==> src/rtl/demux_rr_dispatcher_pkg.sv <==
// Shared types and defaults for the round-robin demux dispatcher and its picker.
// Pure declarations: no latency, no flow control.
package demux_pkg;

    typedef enum logic {
        IDLE = 1'b0,
        XFER = 1'b1
    } state_t;

    localparam int DEF_N_OUT = 4;
    localparam int DEF_DW    = 8;
    localparam int DEF_BURST = 4;

    // Select width for n channels; a single channel still needs one bit to index.
    function automatic int sel_width(input int n);
        return (n <= 1) ? 1 : $clog2(n);
    endfunction

endpackage

==> src/rtl/demux_rr_dispatcher_if.sv <==
// Producer/consumer bundle of the dispatcher; master = traffic side, slave = dispatcher.
// Zero latency wiring; ready/valid handshakes on both the input and the per-channel outputs.
interface demux_rr_dispatcher_if
    import demux_pkg::*;
#(
    parameter int N_OUT = DEF_N_OUT,
    parameter int DW    = DEF_DW
);
    localparam int SW = sel_width(N_OUT);

    logic             in_valid;
    logic [DW-1:0]    in_data;
    logic             in_ready;
    logic [N_OUT-1:0] out_valid;
    logic [DW-1:0]    out_data;
    logic [N_OUT-1:0] out_ready;
    logic [N_OUT-1:0] enable_mask;
    logic [SW-1:0]    sel;
    logic             busy;

    modport master (
        output in_valid, in_data, out_ready, enable_mask,
        input  in_ready, out_valid, out_data, sel, busy
    );

    modport slave (
        input  in_valid, in_data, out_ready, enable_mask,
        output in_ready, out_valid, out_data, sel, busy
    );

endinterface

==> src/rtl/demux_rr_dispatcher_rr_pick.sv <==
// Round-robin picker: first set mask bit strictly after `last`, wrapping to 0.
// Purely combinational; no flow control.
module rr_pick
    import demux_pkg::*;
#(
    parameter int N_OUT = DEF_N_OUT,
    parameter int SW    = sel_width(N_OUT)
) (
    input  logic [N_OUT-1:0] mask,
    input  logic [SW-1:0]    last,
    output logic [SW-1:0]    grant_idx,
    output logic             any
);

    logic [SW-1:0] w_idx;

    // Walk from farthest to nearest so the nearest enabled channel wins.
    always_comb begin
        grant_idx = '0;
        any       = 1'b0;
        w_idx     = '0;
        for (int k = N_OUT; k >= 1; k--) begin
            w_idx = SW'((int'(last) + k) % N_OUT);
            if (mask[w_idx]) begin
                grant_idx = w_idx;
                any       = 1'b1;
            end
        end
    end

endmodule

==> src/rtl/demux_rr_dispatcher.sv <==
// Round-robin burst dispatcher driving a 1-to-N demux; zero-latency data path, one IDLE cycle between bursts.
// Backpressure: in_ready follows out_ready of the granted channel; a stalled consumer stalls the producer.
module demux_rr_dispatcher
    import demux_pkg::*;
#(
    parameter int N_OUT = DEF_N_OUT,
    parameter int DW    = DEF_DW,
    parameter int BURST = DEF_BURST
) (
    input logic                 clk,
    input logic                 rst_n,
    demux_rr_dispatcher_if.slave bus
);

    localparam int SW = sel_width(N_OUT);
    localparam int BW = $clog2(BURST + 1);

    state_t        r_state;
    logic [SW-1:0] r_sel;
    logic [SW-1:0] r_last;
    logic [BW-1:0] r_beat;
    logic          r_busy;

    logic [SW-1:0] w_grant;
    logic          w_any;
    logic          w_hs;

    rr_pick #(.N_OUT(N_OUT), .SW(SW)) u_pick (
        .mask      (bus.enable_mask),
        .last      (r_last),
        .grant_idx (w_grant),
        .any       (w_any)
    );

    assign w_hs = (r_state == XFER) && bus.in_valid && bus.out_ready[r_sel];

    always_comb begin
        bus.out_valid = '0;
        bus.in_ready  = 1'b0;
        if (r_state == XFER) begin
            bus.out_valid[r_sel] = bus.in_valid;
            bus.in_ready         = bus.out_ready[r_sel];
        end
    end

    assign bus.out_data = bus.in_data;
    assign bus.sel      = r_sel;
    assign bus.busy     = r_busy;

    // Mask is only sampled at the IDLE pick, so a mid-burst mask drop never truncates a burst.
    always_ff @(posedge clk or negedge rst_n) begin
        if (!rst_n) begin
            r_state <= IDLE;
            r_sel   <= '0;
            r_last  <= SW'(N_OUT - 1);
            r_beat  <= '0;
            r_busy  <= 1'b0;
        end else begin
            case (r_state)
                IDLE: begin
                    if (bus.in_valid && w_any) begin
                        r_sel   <= w_grant;
                        r_beat  <= '0;
                        r_busy  <= 1'b1;
                        r_state <= XFER;
                    end
                end
                XFER: begin
                    if (w_hs) begin
                        if (r_beat == BW'(BURST - 1)) begin
                            r_last  <= r_sel;
                            r_beat  <= '0;
                            r_busy  <= 1'b0;
                            r_state <= IDLE;
                        end else begin
                            r_beat <= r_beat + 1'b1;
                        end
                    end
                end
                default: r_state <= IDLE;
            endcase
        end
    end

endmodule

==> src/flat_wrapper.sv <==
// flat-port wrapper written by rule: the top's interface ports become plain ports
module demux_rr_dispatcher_flat import demux_pkg::*;
#(
    parameter int N_OUT = DEF_N_OUT,
    parameter int DW    = DEF_DW,
    parameter int BURST = DEF_BURST
)
  (clk, rst_n, bus_in_valid, bus_in_data, bus_out_ready, bus_enable_mask, bus_in_ready, bus_out_valid, bus_out_data, bus_sel, bus_busy);
  demux_rr_dispatcher_if #(.N_OUT(N_OUT), .DW(DW)) bus_i ();
  input logic clk;
  input logic rst_n;
  input wire logic [$bits(bus_i.in_valid)-1:0] bus_in_valid;
  input wire logic [$bits(bus_i.in_data)-1:0] bus_in_data;
  input wire logic [$bits(bus_i.out_ready)-1:0] bus_out_ready;
  input wire logic [$bits(bus_i.enable_mask)-1:0] bus_enable_mask;
  output wire logic [$bits(bus_i.in_ready)-1:0] bus_in_ready;
  output wire logic [$bits(bus_i.out_valid)-1:0] bus_out_valid;
  output wire logic [$bits(bus_i.out_data)-1:0] bus_out_data;
  output wire logic [$bits(bus_i.sel)-1:0] bus_sel;
  output wire logic [$bits(bus_i.busy)-1:0] bus_busy;
  assign bus_i.in_valid = bus_in_valid;
  assign bus_i.in_data = bus_in_data;
  assign bus_i.out_ready = bus_out_ready;
  assign bus_i.enable_mask = bus_enable_mask;
  assign bus_in_ready = bus_i.in_ready;
  assign bus_out_valid = bus_i.out_valid;
  assign bus_out_data = bus_i.out_data;
  assign bus_sel = bus_i.sel;
  assign bus_busy = bus_i.busy;
  demux_rr_dispatcher #(.N_OUT(N_OUT), .DW(DW), .BURST(BURST)) u_core (.clk(clk), .rst_n(rst_n), .bus(bus_i));
endmodule
==> config.mk <==
export PLATFORM = sky130hd
export DESIGN_NAME = demux_rr_dispatcher_flat
export DESIGN_NICKNAME = d
export VERILOG_FILES = /design/src/rtl/demux_rr_dispatcher_pkg.sv /design/src/rtl/demux_rr_dispatcher_if.sv /design/src/rtl/demux_rr_dispatcher_rr_pick.sv /design/src/rtl/demux_rr_dispatcher.sv /design/src/flat_wrapper.sv
export SDC_FILE = /design/constraint.sdc
export NUM_CORES = 1
export LEC_CHECK = 0
export CORE_ASPECT_RATIO = 1.2
export CORE_MARGIN = 2
export CORE_UTILIZATION = 40
export CTS_CLUSTER_DIAMETER = 40
export DETAILED_ROUTE_END_ITERATION = 10
export PLACE_DENSITY_LB_ADDON = 0.05
export SYNTH_ARGS = -nofsm -noshare
export SYNTH_HDL_FRONTEND = slang
export SYNTH_SLANG_ARGS = --single-unit
==> constraint.sdc <==
create_clock -name clk -period 3.9 [get_ports clk]
set_input_delay 1.17 -clock clk [delete_from_list [all_inputs] [get_ports clk]]
set_output_delay 1.17 -clock clk [all_outputs]
set_load 0.005 [all_outputs]
# Word level (Yosys, flattened, before mapping)

Index checks and enable logic that the tools add are counted.

Flip-flop bits (word level): 9
Output and inout port bits: 16
Logic and storage cells: 64
Input port bits: 19

Multiplexer cells: 34
Eq/ne operators: 4
Reduce and logical (&&, ||, !) cells: 8
$lt $le $gt $ge: 6
$add $sub $neg: 5
Bitwise gates (word level): 2

Operators with widths:

| operator            | number |
|---|---|
| $mux 1              | 17 |
| $lt 2x3->1 const B  | 5 |
| $bmux 1 s2          | 5 |
| $mux 3              | 3 |
| $mux 2              | 4 |
| $pmux 3 s2          | 1 |
| $reduce_and 3->1    | 2 |
| $add 2x1->2 const B | 2 |
| $add 2x2->2 const B | 2 |
| $and 4x4->4         | 1 |
| $logic_and 1x1->1   | 4 |
| $mux 4              | 1 |
| $ne 2x2->1 const B  | 2 |
| $pmux 1 s2          | 2 |
| $reduce_and 2->1    | 2 |
| $add 3x1->3 const B | 1 |
| $eq 3x2->1 const B  | 1 |
| $demux 1 s2         | 1 |
| $ge 2x1->1 const B  | 1 |
| $ne 2x1->1 const B  | 1 |
| $not 1->1           | 1 |

# Logic depth before layout (Yosys ltp)

Gate-level depths: netlist of run 1.

Word-level depth: 10
Depth in mapped cells: 5

# Hierarchy

A second synthesis of run 1 with hierarchy kept.

Cell total of the unflattened synthesis: 64
Area total of the unflattened synthesis: 634.4 um^2

By module, submodules not included:

| module              | cells an instance | area an instance (um^2) | sequential area each (um^2) | instances |
|---|---|---|---|---|
| demux_rr_dispatcher | 50                | 543.0                   | 227.7                       | 1 |
| rr_pick             | 14                | 91.3                    | 0.0                         | 1 |

# Worst setup path before layout of run 1

Ideal clock, no wire load.

Path type: input -> output
Start: in bus_out_ready[3]
End: out bus_in_ready
Path buffers: 0
Arrival time: 1.880 ns
Stages: 2
Path slack: 0.850 ns
Cells stage by stage: mux4_2 > and2_4

Word-level cells in the longest chain between the ends: 3

RTL lines:

| what                         | RTL line                  | RTL |
|---|---|---|
| start, declared              | flat_wrapper.sv:14        | `input wire logic [$bits(bus_i.out_ready)-1:0] bus_out_ready;` |
| $bmux 1 s2                   | demux_rr_dispatcher.sv:42 | `bus.in_ready = bus.out_ready[r_sel];` |
| $mux 1 (not written as such) | demux_rr_dispatcher.sv:42 |  |
| $mux 1                       | demux_rr_dispatcher.sv:40 | `if (r_state == XFER) begin` |
| end, declared                | flat_wrapper.sv:16        | `output wire logic [$bits(bus_i.in_ready)-1:0] bus_in_ready;` |

Every way passes these cells. The select of a mux whose other input is x is not followed.

# Worst setup path after layout of run 1

Same ends and word-level chain as after synthesis.

==> flow_results.org, run 1 <==
** Outcome
- The flow ran to the end, and the final reports show no timing, DRC or antenna violations.

** Placement
- OpenSTA, run right after detailed placement, puts the worst setup slack at 0.0476 ns.
- Buffers placed on the I/O ports in this run total 18.
- Instance area after placement :: 774 µm²
- GP Congestion :: 0.667

** Route
- DR WL/cell :: 14.1 µm
- After detailed routing, the total wire length is 1340 µm.
- Antenna-violating nets left :: 0
- Total iterations of the first detailed-routing run :: 4
- After detailed routing, the number of remaining DRC violations is 0.
- Ratio of routed vias to standard cells :: 5.44
- Drt initial violations :: 2
- Via total after detailed routing :: 517

** Yosys
- The synthesized netlist contains 31 unique library cells.
- Synthesis handed over a netlist of 64 instances.
- Summed instance area of the synthesized netlist :: 637 µm²
- Post-synthesis register bit count :: 9
- Warnings from Yosys :: 0
- Part of the Yosys area used for sequential elements :: 0.358
- Post-Synthesis Mean Instance Area :: 9.95 µm²
- When the netlist entered floorplanning its net count stood at 84.

** STA
- Fin. Hold Viols :: 0
- Final worst slack :: 0.0456 ns
- Post-Route Setup TNS :: 0 ns
- Setup repair after global routing left no endpoint under its margin.
- In the finished design, the share of the clock period the worst path needs comes to 0.988.
- Total setup violations reported at the end of the flow :: 0
- For this run, the top clock speed supported by timing is 259 MHz.
- The worst path needs 3.85 ns of the cycle, external delays included.
- For the final database, setup skew stands at 0.00472 ns.
- Slew at the pin closest to its max-slew limit :: 0.398 ns
- Worst relative slew slack :: 0.734
- The number of pins with negative max-slew slack in the final report is 0.

** Floorplanning
- Area of the die :: 1930 µm²
- Starting density of the core :: 0.435
- The floorplan step set the die width to 40.4 µm.
- In this run the count of I/O pins placed on the die edge is 35.
- Placeable Area :: 1460 µm²
- Die Y :: 47.7 µm
- Number of standard-cell rows in the floorplan :: 15

** Clock tree
- Worst skew pair latency :: 0.26 ns
- Number of buffers on the longest clock path :: 2
- Clock input transition at the sequential cells of the worst setup and hold paths :: 0.06 ns
- Clock tree from TritonCTS :: done
- TritonCTS buffer count :: 3
- The number of setup buffers added after CTS is 0.
- Post_cts resized :: 0
- After clock tree synthesis, the flow added hold-fix buffers numbering 0.
- The tree is rooted in a sky130_fd_sc_hd__clkbuf_4.
- Number of sinks on the clock net :: 9
- CTS built an H-tree with a depth of 1.

** Setup path
- STA classifies the critical path endpoint as an output port.
- In this run the critical register-to-register path is launched from u_core.bus.sel[0].
- Data on the critical path is required at its endpoint by 2.73 ns.
- Along the worst path, the maximum fanout reaches 2.
- In this run the register-to-register setup slack is 2.22 ns.
- WS Path Type :: in -> out
- Worst Reg-to-Reg Cells :: 4
- R2r endpoint :: u_core.r_last[1]
- The worst setup path is launched from a primary input.
- STA puts the critical path data arrival time at 2.68 ns.

** Finish
- Total inserted antenna cells :: 0
- Registers take 228 µm².
- The area growth from synthesis to layout is 25.7%.
- In the final layout, the share of cells above drive strength 1 is 0.192.
- The library cell used most frequently in the layout, excluding fill and tap cells, is sky130_fd_sc_hd__clkdlybuf4s50_1.
- In the final layout, the multi-input gates occupy 323 µm².
- The filler cells instantiated in the layout total 136.
- With fillers left out, the area of the finished cells amounts to 801 µm².
- For this run, the post-layout net count is 99.
- In the layout the commonest cells are 18 x sky130_fd_sc_hd__clkdlybuf4s50_1, 7 x sky130_fd_sc_hd__dfrtp_1, 4 x sky130_fd_sc_hd__nand2_1.

** GRT
- Grt met1 use :: 0.205
- Vias in the first global route :: 477
- Sum of overflow across all layers after global routing :: 0
- Global-route usage over all layers :: 0.167
- Largest net degree at the start of global routing :: 11
- First-pass GRT wire length :: 2010 µm
- Fraction of met3 tracks used by global routing :: 0.0558
- Number of antenna violations at the first check in global routing :: 0
- GR met2 Demand/Resource :: 0.244
- After global routing, the most crowded layer is met2.

** Pwr
- Leak Pwr :: 0.332 nW
- Across the VDD grid, the largest voltage drop is 0.268 mV.
- Dividing total power by cell area gives a power density of 638 nW/µm².

** Job
- Max-cap violations in this run came to 0.

** Hold path
- The min-delay analysis places its worst path in the category reg -> reg.
- Along the worst hold path, the cell count comes to 1.
- Worst hold path startpoint :: u_core.bus.busy
- The worst hold path terminates at u_core.bus.busy.
-- metal layers --
metal / share of wire / vias to the layer above
met5: 0 / -
met4: 0.027 / 0
met3: 0.061 / 8
met2: 0.49 / 25
met1: 0.42 / 235
li1: - / 249
-- synthesized netlist by cell type (all sizes together) --
library cell  instances  area [µm²]
nor3                  3        15.0
a31o                  1        8.76
a31oi                 1        6.26
nand2b                2        12.5
dfstp                 2        52.6
or4                   1        7.51
mux2i                 1        10.0
o211ai                1        7.51
nand3                 3        27.5
o221ai                1        8.76
a22oi                 1        7.51
o21ai                 3        15.0
nor2                  3        11.3
dfrtp                 7         175
a21o                  2        16.3
and2                  1        8.76
inv                   2        7.51
nand2                 4        15.0
nand4                 2        12.5
mux4                  1        22.5
clkbuf                1        13.8
ha                    1        12.5
nor2b                 3        18.8
a21oi                 2        10.0
mux2                  3        45.0
buf                   9        65.1
and3b                 2        17.5
or2                   1        6.26
-- power breakdown --
group	switching [mW]	total (mW)	internal (mW)	leakage (nW)
Clock	0.0332	0.0727	0.0395	0.0150
Combinational	0.0881	0.245	0.157	0.214
Sequential	0.0538	0.193	0.139	0.103
Total	0.175	0.511	0.336	0.332
-- cells by family (layout without fill, tap and decap cells) --
logic type	count (synthesis)	in the layout	share of synthesized area
compound gates	12	12	0.126
fa+ha+maj	1	1	0.0196
buf+inv	12	26	0.136
flops	9	9	0.358
mux	5	5	0.122
simple gates	25	25	0.240
-- stage by stage --
step	power (mW)	hold WS [ns]	utilization	std cells
detailed placement	0.442	0.481	0.529	91
global route	0.555	0.528	0.547	95
floorplan	0.344	0.481	-	64
CTS	0.517	0.496	0.547	95
finish	0.511	0.495	0.547	95
global placement	0.440	0.472	0.529	91
-- critical path: stages --
cell and delay, ns:
sky130_fd_sc_hd__clkdlybuf4s50_1 0.41, sky130_fd_sc_hd__mux4_2 0.48, sky130_fd_sc_hd__and2_4 0.19, sky130_fd_sc_hd__clkdlybuf4s50_1 0.43
-- cell type report --
type | count | share of cell area
Sequential cell | 9 | 0.284
Clock buffer | 4 | 0.0328
Inverter | 2 | 0.00938
Multi-Input combinational cell | 43 | 0.403
Timing Repair Buffer | 20 | 0.244
Tap cell | 17 | 0.0266
-- sequential cells by signal, indices dropped and copies added (netlist names) --
| name | count |
|---|---|
| u_core.r_beat | 3 |
| u_core.bus.sel | 2 |
| u_core.r_last | 2 |
| u_core.bus.busy | 1 |
| u_core.r_state | 1 |
-- how the worst max path moves through the flow --
stage                     start      endpoint  slack (ns)  depth (start not counted)
2_1_floorplan  bus_out_ready[3]  bus_in_ready        0.85                          2
3_3_place_gp   bus_out_ready[3]  bus_in_ready        0.06                          4
3_5_place_dp   bus_out_ready[3]  bus_in_ready        0.05                          4
4_1_cts        bus_out_ready[3]  bus_in_ready        0.05                          4
5_1_grt        bus_out_ready[2]  bus_in_ready        0.01                          4
6_report       bus_out_ready[3]  bus_in_ready        0.05                          4
(Power assumes the default switching activity.)
==> run 2, diff against run 1 <==
RECOVER_POWER = 25   (was default)
==> flow_results.org, run 2 (same netlist as run 1, synthesis figures left out) <==
** Outcome
- Run status :: completed

** Clock tree
- Post_cts resized :: 0
- CTS built an H-tree with a depth of 1.
- Total of hold buffers inserted after clock tree synthesis :: 0
- Buffer count from post-CTS setup fixing :: 0
- TritonCTS built the clock tree.
- Number of sinks on the clock net :: 9
- TritonCTS buffer count :: 3
- Clock input transition at the sequential cells of the worst setup and hold paths :: 0.06 ns
- Clock tree root driver cell :: sky130_fd_sc_hd__clkbuf_4
- Number of buffers on the longest clock path :: 2
- The clock reaches the later pin of the worst-skew pair after 0.26 ns.

** Route
- Wires add up to 1340 µm.
- Via total after detailed routing :: 517
- Drt initial violations :: 2
- After detailed routing, the average wire length per cell comes to 14.1 µm.
- In the routed design, unresolved DRC markers number 0.
- Ratio of routed vias to standard cells :: 5.44
- Total iterations of the first detailed-routing run :: 4
- The count of nets left with antenna violations once routing finished came out at 0.

** Finish
- Of the cells placed in the final design, the portion with a size suffix greater than 1 is 0.192.
- Number of flip-flops under the largest register name :: 3
- After the last flow step, the layout net total stands at 99.
- The library cells used most frequently in the layout, excluding fill and tap cells, are 17 x sky130_fd_sc_hd__clkdlybuf4s50_1, 7 x sky130_fd_sc_hd__dfrtp_1, 4 x sky130_fd_sc_hd__nand2_1.
- The register with the most flip-flops in the final layout is u_core.r_beat.
- The repair_antennas step left the layout with diodes totalling 0.
- Most common cell after layout, fill and taps aside :: sky130_fd_sc_hd__clkdlybuf4s50_1
- Relative to the synthesized area, the layout overhead comes to 25.7%.

** STA
- Fmax :: 259 MHz
- RSZ-0062 raised after global routing :: no
- Total setup violations reported at the end of the flow :: 0
- Worst relative slew slack :: 0.730
- After routing, the total negative slack on setup checks comes to 0 ns.
- The number of failing hold endpoints at the final stage was 0.
- Final period utilization :: 0.988
- Setup slack on the critical path of the routed design comes to 0.0456 ns.
- At the pin with the least slew margin, the transition time is 0.403 ns.
- Clock tree skew after final layout :: 0.00472 ns
- Clock period minus final worst setup slack :: 3.85 ns
- The number of pins with negative max-slew slack in the final report is 0.

** Placement
- Routability-driven placement finished with a final weighted congestion of 0.667.
- Prior to clock tree synthesis, the placed netlist has a worst setup slack of 0.0476 ns.
- In this run the tool buffered the top-level ports with 18 buffer cells.

** GRT
- In the global route stage, met3 resource usage came out at 0.0558.
- Summed over all layers, the global routing overflow is 0.
- The initial antenna violation count was 0.
- The number of global-route vias before repair came to 477.
- First-pass GRT wire length :: 2010 µm
- Global-route usage over all layers :: 0.167
- Grt met1 use :: 0.205
- For met2 alone, demand over resource in global routing was 0.244.
- The layer flagged by global routing as most heavily used is met2.
- Entering global routing, the biggest net connects 11 pins.

** Floorplanning
- In this run the core area contains 15 standard-cell rows.
- Die Y :: 47.7 µm
- I/O pin cnt :: 35
- Placeable Area :: 1460 µm²
- Starting density of the core :: 0.435
- X dimension of the die :: 40.4 µm
- Area of the die :: 1930 µm²

** Pwr
- Summed over all nets, the switching power comes to 0.175 mW.
- Power share of the sequential group :: 0.378
- In this run the static leakage power is 0.332 nW.
- Fraction of power consumed by the clock network :: 0.142
- The internal power of the cells totals 0.335 mW.
- Share of total power consumed by net switching :: 0.343
- Combinational cell fraction of total power :: 0.480
- In this run the power density over the cells is 638 nW/µm².
- Worst IR drop on VDD :: 0.268 mV

** Setup path
- The worst setup path is of the in -> out kind.
- STA puts the critical path data required time at 2.73 ns.
- At the worst endpoint, the arrival time is 2.68 ns.
- The worst setup path is launched from a primary input.
- In this run the worst path has a maximum fanout of 2.
- STA classifies the critical path endpoint as an output port.

** Hold path
- Worst hold path type :: reg -> reg

** Job
- The tool flagged a number of max-cap violations equal to 0.
run 2: cell types whose count changed in the layout (fill, tap and decap cells not counted), sizes merged:
cell	delta
clkdlybuf4s50	-1
dlygate4sd3	+1
run 2: stage by stage:
step | util | total power, mW | hold slack (ns) | cells | area (µm²)
3_5_place_dp | 0.529 | 0.442 | 0.481 | 91 | 774
6_report | 0.547 | 0.511 | 0.495 | 95 | 801
5_1_grt | 0.547 | 0.554 | 0.528 | 95 | 801
3_3_place_gp | 0.529 | 0.440 | 0.472 | 91 | 774
2_1_floorplan | - | 0.344 | 0.481 | 64 | 637
4_1_cts | 0.547 | 0.517 | 0.496 | 95 | 801
run 2: power by group through the flow:
| stage | clock, mW | sequential (mW) | combinational [mW] |
|---|---|---|---|
| after floorplan | 0 | 0.176 | 0.168 |
| after global routing | 0.0821 | 0.201 | 0.272 |
| after detailed placement | 0 | 0.194 | 0.248 |
| final | 0.0727 | 0.193 | 0.245 |
| after CTS | 0.0745 | 0.194 | 0.249 |
| after global placement | 0 | 0.194 | 0.246 |
run 2: layout make-up:
class                      count  area, µm²
inverter                       2       7.51
clock buffer                   4       26.3
multi-input combinational     43        323
fill                         136        663
tap                           17       21.3
sequential                     9        228
timing repair buffer          20        195
run 2: final timing paths:
kind                       slack, ns              start  cells after the start                end
setup / recovery                0.05   bus_out_ready[3]                      4       bus_in_ready
hold / removal                  0.49    u_core.bus.busy                      1    u_core.bus.busy
max in group asynchronous       2.31              rst_n                      1   u_core.r_last[1]
setup reg to reg                2.22  u_core.bus.sel[0]                      4   u_core.r_last[1]
min in group asynchronous       1.27              rst_n                      1  u_core.bus.sel[0]
hold reg to reg                 0.49    u_core.bus.busy                      1    u_core.bus.busy
run 2: layer usage:
metal	part of all wire	wire length, µm
met5	0	0
met4	0.027	36
met3	0.061	81
met2	0.49	662
met1	0.42	557
run 2: worst max-delay path, cell delays in order:
cell,delay (ns)
sky130_fd_sc_hd__clkdlybuf4s50_1,0.41
sky130_fd_sc_hd__mux4_2,0.48
sky130_fd_sc_hd__and2_4,0.19
sky130_fd_sc_hd__clkdlybuf4s50_1,0.43
